==> src/rtl/mem_pkg.sv <==
// Shared op codes, FSM encoding, latched-operand payload and op->byte-count decode for the MEM stage.
package mem_pkg;

    localparam int unsigned DATA_W = 32;
    localparam int unsigned REG_W  = 5;
    localparam int unsigned CNT_W  = 2;
    localparam int unsigned NB_W   = 3;

    typedef enum logic [2:0] {
        LD_NONE = 3'd0,
        LD_LB   = 3'd1,
        LD_LH   = 3'd2,
        LD_LW   = 3'd3,
        LD_LBU  = 3'd4,
        LD_LHU  = 3'd5
    } ld_op_e;

    typedef enum logic [1:0] {
        ST_NONE = 2'd0,
        ST_SB   = 2'd1,
        ST_SH   = 2'd2,
        ST_SW   = 2'd3
    } st_op_e;

    typedef enum logic [1:0] {
        S_IDLE   = 2'd0,
        S_ACCESS = 2'd1,
        S_LTAIL  = 2'd2,
        S_DONE   = 2'd3
    } state_e;

    // Operand fields held for the duration of one memory op
    typedef struct packed {
        logic              is_store;
        logic [2:0]        ld_op;
        logic [REG_W-1:0]  wd;
        logic              wreg;
        logic [CNT_W-1:0]  last;
    } op_ctl_t;

    // Bytes moved by an op; a store wins over a load, 0 means no memory op
    function automatic logic [NB_W-1:0] op_bytes(input logic [2:0] rd, input logic [1:0] wr);
        logic [NB_W-1:0] n;
        n = '0;
        if (wr != ST_NONE) begin
            case (wr)
                ST_SB:   n = NB_W'(1);
                ST_SH:   n = NB_W'(2);
                default: n = NB_W'(4);
            endcase
        end else begin
            case (rd)
                LD_LB, LD_LBU: n = NB_W'(1);
                LD_LH, LD_LHU: n = NB_W'(2);
                LD_LW:         n = NB_W'(4);
                default:       n = '0;
            endcase
        end
        return n;
    endfunction

endpackage

==> src/rtl/load_ext.sv <==
// Sign/zero extension of an assembled little-endian load word according to the load op.
module load_ext
    import mem_pkg::*;
(
    input  logic [DATA_W-1:0] i_word,
    input  logic [2:0]        i_op,
    output logic [DATA_W-1:0] o_data_c
);

    // Select width and extension from the op
    always_comb begin
        o_data_c = '0;
        case (i_op)
            LD_LB:   o_data_c = {{24{i_word[7]}}, i_word[7:0]};
            LD_LH:   o_data_c = {{16{i_word[15]}}, i_word[15:0]};
            LD_LW:   o_data_c = i_word;
            LD_LBU:  o_data_c = {24'd0, i_word[7:0]};
            LD_LHU:  o_data_c = {16'd0, i_word[15:0]};
            default: o_data_c = '0;
        endcase
    end

endmodule

==> src/rtl/mem_access.sv <==
// MEM stage: byte-serial loads/stores over a synchronous byte RAM, pass-through for non-memory ops.
module mem_access
    import mem_pkg::*;
#(
    parameter int unsigned ADDR_W = 32
) (
    input  logic              clk,
    input  logic              rst,
    input  logic [2:0]        mem_read,
    input  logic [1:0]        mem_write,
    input  logic [REG_W-1:0]  mem_wd,
    input  logic              mem_wreg,
    input  logic [ADDR_W-1:0] mem_waddr,
    input  logic [DATA_W-1:0] mem_wdata,
    output logic [ADDR_W-1:0] ram_a,
    output logic              ram_wr,
    output logic [7:0]        ram_dout,
    input  logic [7:0]        ram_din,
    output logic [REG_W-1:0]  wb_wd,
    output logic              wb_wreg,
    output logic [DATA_W-1:0] wb_wdata,
    output logic              stall_req
);

    state_e             r_state,    w_state_nxt;
    logic [CNT_W-1:0]   r_cnt,      w_cnt_nxt;
    op_ctl_t            r_ctl,      w_ctl_nxt;
    logic [ADDR_W-1:0]  r_addr,     w_addr_nxt;
    logic [DATA_W-1:0]  r_wdata,    w_wdata_nxt;
    logic [DATA_W-1:0]  r_ldata,    w_ldata_nxt;
    logic [ADDR_W-1:0]  r_ram_a,    w_ram_a_nxt;
    logic               r_ram_wr,   w_ram_wr_nxt;
    logic [7:0]         r_ram_dout, w_ram_dout_nxt;

    logic [NB_W-1:0]    w_nbytes;
    logic               w_op_seen;
    logic               w_new_store;
    logic [CNT_W-1:0]   w_next_idx;
    logic [CNT_W-1:0]   w_prev_idx;
    logic [ADDR_W-1:0]  w_next_addr;
    logic [DATA_W-1:0]  w_ext;

    assign w_nbytes    = op_bytes(mem_read, mem_write);
    assign w_op_seen   = (w_nbytes != '0);
    assign w_new_store = (mem_write != ST_NONE);
    assign w_next_idx  = r_cnt + CNT_W'(1);
    assign w_prev_idx  = r_cnt - CNT_W'(1);
    assign w_next_addr = r_addr + ADDR_W'(w_next_idx);

    assign ram_a    = r_ram_a;
    assign ram_wr   = r_ram_wr;
    assign ram_dout = r_ram_dout;

    load_ext u_load_ext (
        .i_word   (r_ldata),
        .i_op     (r_ctl.ld_op),
        .o_data_c (w_ext)
    );

    // Next-state, datapath updates and combinational MEM/WB outputs
    always_comb begin
        w_state_nxt    = r_state;
        w_cnt_nxt      = r_cnt;
        w_ctl_nxt      = r_ctl;
        w_addr_nxt     = r_addr;
        w_wdata_nxt    = r_wdata;
        w_ldata_nxt    = r_ldata;
        w_ram_a_nxt    = r_ram_a;
        w_ram_wr_nxt   = r_ram_wr;
        w_ram_dout_nxt = r_ram_dout;
        wb_wd          = mem_wd;
        wb_wreg        = mem_wreg;
        wb_wdata       = mem_wdata;
        stall_req      = 1'b0;

        case (r_state)
            S_IDLE: begin
                if (w_op_seen) begin
                    stall_req          = 1'b1;
                    wb_wreg            = 1'b0;
                    w_ctl_nxt.is_store = w_new_store;
                    w_ctl_nxt.ld_op    = mem_read;
                    w_ctl_nxt.wd       = mem_wd;
                    w_ctl_nxt.wreg     = mem_wreg;
                    w_ctl_nxt.last     = CNT_W'(w_nbytes - NB_W'(1));
                    w_addr_nxt         = mem_waddr;
                    w_wdata_nxt        = mem_wdata;
                    w_ldata_nxt        = '0;
                    w_cnt_nxt          = '0;
                    w_ram_a_nxt        = mem_waddr;
                    w_ram_wr_nxt       = w_new_store;
                    if (w_new_store) begin
                        w_ram_dout_nxt = mem_wdata[7:0];
                    end
                    w_state_nxt        = S_ACCESS;
                end
            end
            S_ACCESS: begin
                stall_req = 1'b1;
                wb_wd     = '0;
                wb_wreg   = 1'b0;
                wb_wdata  = '0;
                // RAM data lags its address by one cycle, so byte cnt-1 arrives now
                if (!r_ctl.is_store && (r_cnt != '0)) begin
                    w_ldata_nxt[{w_prev_idx, 3'b000} +: 8] = ram_din;
                end
                if (r_cnt == r_ctl.last) begin
                    w_ram_a_nxt  = '0;
                    w_ram_wr_nxt = 1'b0;
                    w_state_nxt  = r_ctl.is_store ? S_DONE : S_LTAIL;
                end else begin
                    w_cnt_nxt   = w_next_idx;
                    w_ram_a_nxt = w_next_addr;
                    if (r_ctl.is_store) begin
                        w_ram_dout_nxt = r_wdata[{w_next_idx, 3'b000} +: 8];
                    end
                end
            end
            S_LTAIL: begin
                stall_req = 1'b1;
                wb_wd     = '0;
                wb_wreg   = 1'b0;
                wb_wdata  = '0;
                w_ldata_nxt[{r_ctl.last, 3'b000} +: 8] = ram_din;
                w_state_nxt = S_DONE;
            end
            S_DONE: begin
                wb_wd       = r_ctl.wd;
                wb_wreg     = r_ctl.wreg & ~r_ctl.is_store;
                wb_wdata    = r_ctl.is_store ? '0 : w_ext;
                w_cnt_nxt   = '0;
                w_state_nxt = S_IDLE;
            end
            default: begin
                w_state_nxt = S_IDLE;
            end
        endcase
    end

    // FSM state register
    always_ff @(posedge clk) begin
        if (rst) begin
            r_state <= S_IDLE;
        end else begin
            r_state <= w_state_nxt;
        end
    end

    // Byte counter, operand latches, assembly register and RAM drivers
    always_ff @(posedge clk) begin
        if (rst) begin
            r_cnt      <= '0;
            r_ctl      <= '0;
            r_addr     <= '0;
            r_wdata    <= '0;
            r_ldata    <= '0;
            r_ram_a    <= '0;
            r_ram_wr   <= 1'b0;
            r_ram_dout <= '0;
        end else begin
            r_cnt      <= w_cnt_nxt;
            r_ctl      <= w_ctl_nxt;
            r_addr     <= w_addr_nxt;
            r_wdata    <= w_wdata_nxt;
            r_ldata    <= w_ldata_nxt;
            r_ram_a    <= w_ram_a_nxt;
            r_ram_wr   <= w_ram_wr_nxt;
            r_ram_dout <= w_ram_dout_nxt;
        end
    end

endmodule

==> config.mk <==
export PLATFORM = sky130hd
export DESIGN_NAME = mem_access
export DESIGN_NICKNAME = d
export VERILOG_FILES = /design/src/rtl/mem_pkg.sv /design/src/rtl/load_ext.sv /design/src/rtl/mem_access.sv
export SDC_FILE = /design/constraint.sdc
export NUM_CORES = 1
export LEC_CHECK = 0
export BUFFER_PORTS_ARGS = -buffer_cell sky130_fd_sc_hd__buf_2
export CAP_MARGIN = 0
export CORE_ASPECT_RATIO = 1.5
export CORE_MARGIN = 8
export CORE_UTILIZATION = 40
export CTS_CLUSTER_DIAMETER = 40
export DETAILED_ROUTE_END_ITERATION = 12
export PLACE_DENSITY = 0.71
export SLEW_MARGIN = 20
export SYNTH_ARGS = -nofsm -noshare
export SYNTH_HDL_FRONTEND = slang
export SYNTH_HIERARCHICAL = 1
export SYNTH_SLANG_ARGS = --single-unit
==> constraint.sdc <==
create_clock -name clk -period 4.7 [get_ports clk]
set_input_delay 0.235 -clock clk [delete_from_list [all_inputs] [get_ports clk]]
set_output_delay 0.235 -clock clk [all_outputs]
set_load 0.01 [all_outputs]
## Yosys cells after proc, flatten, opt, wreduce, memory -nomap -nowiden

Index checks and enable logic that the tools add are counted.

- Logic and storage cells: 101
- Flip-flop bits (word level): 153

- Reductions and logical operators: 19
- Add/subtract/negate cells: 6
- Muxes and demuxes: 34
- Bitwise gates (word level): 2
- Shifts and indexed selects: 5
- Eq/ne operators: 22

Operator list:

| cell | number |
|---|---|
| $mux 32 | 5 |
| $pmux 32 s5 | 1 |
| $pmux 32 s2 | 2 |
| $pmux 32 s3 | 1 |
| $bwmux 32 | 2 |
| $shift 8x7->32 const A | 2 |
| $shiftx 8x7->32 | 2 |
| $add 32x2->32 | 1 |
| $mux 8 | 4 |
| $shiftx 32x6->8 | 1 |
| $pmux 8 s2 | 1 |
| $neg 5->7 | 2 |
| $eq 3x2->1 const B | 4 |
| $eq 3x3->1 const B | 4 |
| $ne 2x2->1 const B | 6 |
| $pmux 5 s2 | 1 |
| $pmux 3 s3 | 1 |
| $reduce_and 3->1 | 3 |
| $reduce_bool 3->1 | 3 |
| $mux 2 | 4 |
| $pmux 2 s4 | 1 |
| $eq 2x2->1 const B | 3 |
| $eq 3x1->1 const B | 2 |
| $pmux 2 s3 | 1 |
| other kinds (18) | 31 |

## Depth between registers and ports, before layout

- Depth in word-level cells: 7
- Depth in mapped cells: 13

## By module

Netlist, hierarchy kept.

By module, submodules not included:

| module | seq. area each (µm²) | area each (µm²) | times used | cells each |
|---|---|---|---|---|
| mem_access | 3062.9 | 8282.9 | 1 | 1017 |
| load_ext | 0.0 | 550.5 | 1 | 74 |

## Worst setup path after synthesis

Ideal clock, no wire load.

- Path type: flip-flop to flip-flop
- Start point: register r_cnt[0]
- End point: register r_ram_a[18] (netlist: ram_a[18])
- Clock period less this slack: 3083 ps
- Data arrival time: 2997 ps
- Required time: 4614 ps
- Stages on the path, launching flop included: 12
- Slack: 1617 ps
- Path through: dfxtp_1 -> buf_2 -> inv_1 -> ha_1 -> buf_2 -> inv_1 -> fa_1 -> nand4b_1 -> nor4_1 -> nand3_1 -> xor2_1 -> a211oi_1

- Cells in the longest elaborated chain, start to end: 4
- Elaborated cells between the ends (all ways): 5
- Those cells by class: add/sub (2); eq/ne (1); mux (2)

Ends and longest elaborated chain:

| item | line | text |
|---|---|---|
| start: declaration | mem_access.sv:26 | `logic [CNT_W-1:0] r_cnt, w_cnt_nxt;` |
| start signal: assignment | mem_access.sv:161 | `r_cnt <= w_cnt_nxt;` |
| $add 2x1->2 | mem_access.sv:46 | `assign w_next_idx = r_cnt + CNT_W'(1);` |
| $add 32x2->32 | mem_access.sv:48 | `assign w_next_addr = r_addr + ADDR_W'(w_next_idx);` |
| $mux 32 (*) | mem_access.sv:107 | `if (r_cnt == r_ctl.last) begin` |
| $pmux 32 s2 (*) | mem_access.sv:76 | `case (r_state)` |
| end signal: assignment | mem_access.sv:166 | `r_ram_a <= w_ram_a_nxt;` |
| end: declaration | mem_access.sv:31 | `logic [ADDR_W-1:0] r_ram_a, w_ram_a_nxt;` |

Mark *: on every way between the ends. The rest lies on a longest branch, timed or not.
A chain may end at the register's enable or synchronous reset.

## Final worst setup path

- Start point: register r_cnt[1]
- End point: register r_ram_a[20] (netlist: ram_a[20])

Same word-level chain as after synthesis.

==> flow_summary.ini <==
[global_routing]
grt_pass1_wl_um = 46400
use_met2_pct = 37.2
met3_usage_pct = 3.58
grt_overflow = 0
grt_max_degree = 97
grt_usage_pct = 21.6
antenna_found_initial = 0
grtUsageMet1_pct = 25.7
grt_pass1_vias = 8373
grt_busiest_layer = met2

[clock_tree]
cts_buffers = 17
cts_resized = 0
clk_pin_slew_ns = 0.07
cts_tree = yes
htreeDepth = 4
clk_latency_ns = 0.43
cts_buffer_depth = 2
ctsHoldBuffers = 0
cts_setup_buffers = 0
cts-root-buf = clkbuf_16
clock-sinks = 153

[floorplanning]
dieArea_mm2 = 0.0272
rows = 66
io-pin-count = 165
die_y_um = 198
coreArea_mm2 = 0.0217
start_util_pct = 40.7
die_x_um = 137

[setup_path]
cp_common_cell = inv_1
crit_cells = 10
critPathMaxStageDelay_ns = 0.47
critPathKind = reg2reg
ff2ff_path_depth = 10
arrival_ns = 3.41
cpMaxStageDelayCell = nor2_1
critPathMaxFanout = 15
worstPathRequired_ns = 5.05
startpoint_type = register
crit_chain = inv_1 -> ha_1 -> buf_4 -> inv_1 -> fa_1 -> nand4b_1 -> nor2_1 -> nand2_1 -> xor2_1 -> a211oi_1
end_kind = register
cp_num_buf_inv = 3
cp_top_family = simple AND/OR/NAND/NOR gates

[pwr]
ir_drop_uv = 345
finalPower_mw = 6.05
power_per_cell_area_mw_per_mm2 = 584
leakagePower_nw = 4.08

[logic_synthesis]
ys.flop_type = dfxtp_1
yosysMostFrequentCell = nand2_1
syn_inst = 1091
yosys-top-cells-area = dfxtp_1 (35%), nand2_1 (7.1%), a22oi_1 (5.8%)
yosysTopAreaCellShare_pct = 34.7
synth-seq-area-share_pct = 34.7
syn_area_per_cell_um2 = 8.10
async_flop_share_pct = 0
yosys_warnings = 6
synth_cell_type_count = 73
ys_ff_latch = 153
synth_edf_count = 0
synth_area_mm2 = 0.00883
ys_top_cells_by_count = nand2_1 (167), dfxtp_1 (153), a21oi_1 (90), a22oi_1 (68), nor2_1 (66)
synth_nets = 1200
synth_area_leader_cell = dfxtp_1

[finish]
drive_gt1_share_pct = 20.0
synthToLayoutAreaGrowth_pct = 17.3
fill_cells = 2142
nets = 1304
regArea_mm2 = 0.00306
n_antenna_cell = 0
multiInputGateArea_mm2 = 0.00526

[route]
routed_wl_um = 29900
dr.pass1.iters = 6
post_drt_wl_per_cell_um = 20.2
ant_nets = 0
routed_via_density = 5.97
drtIter0Drc = 849
drc = 0
vias = 8829

[sta]
fmax_ghz = 0.326
fin_crit_sh_pct = 65.2
tightest_slew_ns = 1.14
period_needed_ns = 3.07
finClkSkew_ns = 0.00771
final_hold_viol_count = 0
relSlewSlack_pct = 24.1
setup_viol = 0
rsz0062_at_grt = no
setup_tns_ns = 0
drv_slew = 0

[job]
maxCapViolCount = 0

[hold_path]
holdPathStages = 3
hold_path.class = in2reg

[placement]
port_buffers = 164
hpwl_um = 21300
gp_congestion = 0.940

[run_status]
outcome = complete, no violations
[metal layers]
layer	wire length [µm]	vias up
met5	0	-
met4	976	0
met3	2160	69
met2	15100	427
met1	11600	4165
li1	-	4168
[final timing paths]
path	start	slack, ns	to
max	r_cnt[1]	1.63	ram_a[20]
min	mem_waddr[19]	0.04	r_addr[19]
max reg2reg	r_cnt[1]	1.63	ram_a[20]
min reg2reg	r_ctl[6]	0.46	r_ctl[6]
[registers in the layout, indices dropped and copies added, names as in the netlist]
register	flops
r_state	2
r_cnt	2
ram_wr	1
ram_dout	8
r_ctl	12
r_wdata	32
r_addr	32
r_ldata	32
ram_a	32
[stage by stage]
stage                     utilization (%)  hold WS, ns  setup slack (ns)  instances  area (µm²)
after CTS                            47.7       0.0352              1.65       1480       10400
after detailed placement             44.7        0.445              1.64       1448        9700
final                                47.7       0.0403              1.63       1480       10400
after floorplan                         -        0.371              1.62       1091        8830
after global routing                 47.7       0.0432              1.44       1480       10400
after global placement               44.6        0.439              1.75       1448        9700
[worst reg2reg max path, cell delays in order (launching register included)]
cell,delay (ns)
dfxtp_1,0.42
inv_1,0.13
ha_1,0.29
buf_4,0.25
inv_1,0.11
fa_1,0.44
nand4b_1,0.33
nor2_1,0.48
nand2_1,0.13
xor2_1,0.18
a211oi_1,0.22
[area by class of cell]
| type | instances | share of cell area [%] |
|---|---|---|
| inverter | 26 | 0.942 |
| tap | 272 | 3.29 |
| clock buffer | 17 | 4.11 |
| multi-input combinational | 817 | 50.8 |
| sequential | 153 | 29.6 |
| clock inverter | 15 | 2.22 |
| timing repair buffer | 180 | 9.11 |
[where the power goes]
| part | leakage [nW] | total (mW) | internal [mW] | switching, mW |
|---|---|---|---|---|
| combinational | 2.50 | 2.61 | 0.920 | 1.69 |
| sequential | 1.25 | 1.89 | 1.63 | 0.265 |
| clock | 0.318 | 1.55 | 0.913 | 0.633 |
| total | 4.08 | 6.05 | 3.46 | 2.59 |
[logic make-up after synthesis]
family | Yosys count | synth area share (%)
mux | 34 | 4.99
xor+xnor | 28 | 2.86
fa+ha+maj | 24 | 3.48
simple gates | 380 | 21.2
compound gates | 351 | 26.7
buf+inv | 121 | 6.13
flops | 153 | 34.7
[placed cells by master (no fill, tap or decap), types with 32 or more instances in the layout]
| master | instances |
|---|---|
| nor2b_1 | 40 |
| a22oi_1 | 68 |
| dfxtp_1 | 153 |
| nor2_1 | 66 |
| o21ai_0 | 38 |
| a21oi_1 | 90 |
| o22ai_1 | 36 |
| nand2_1 | 167 |
| a22o_1 | 32 |
| buf_2 | 163 |
No activity file was read; power rests on OpenSTA's default activity.
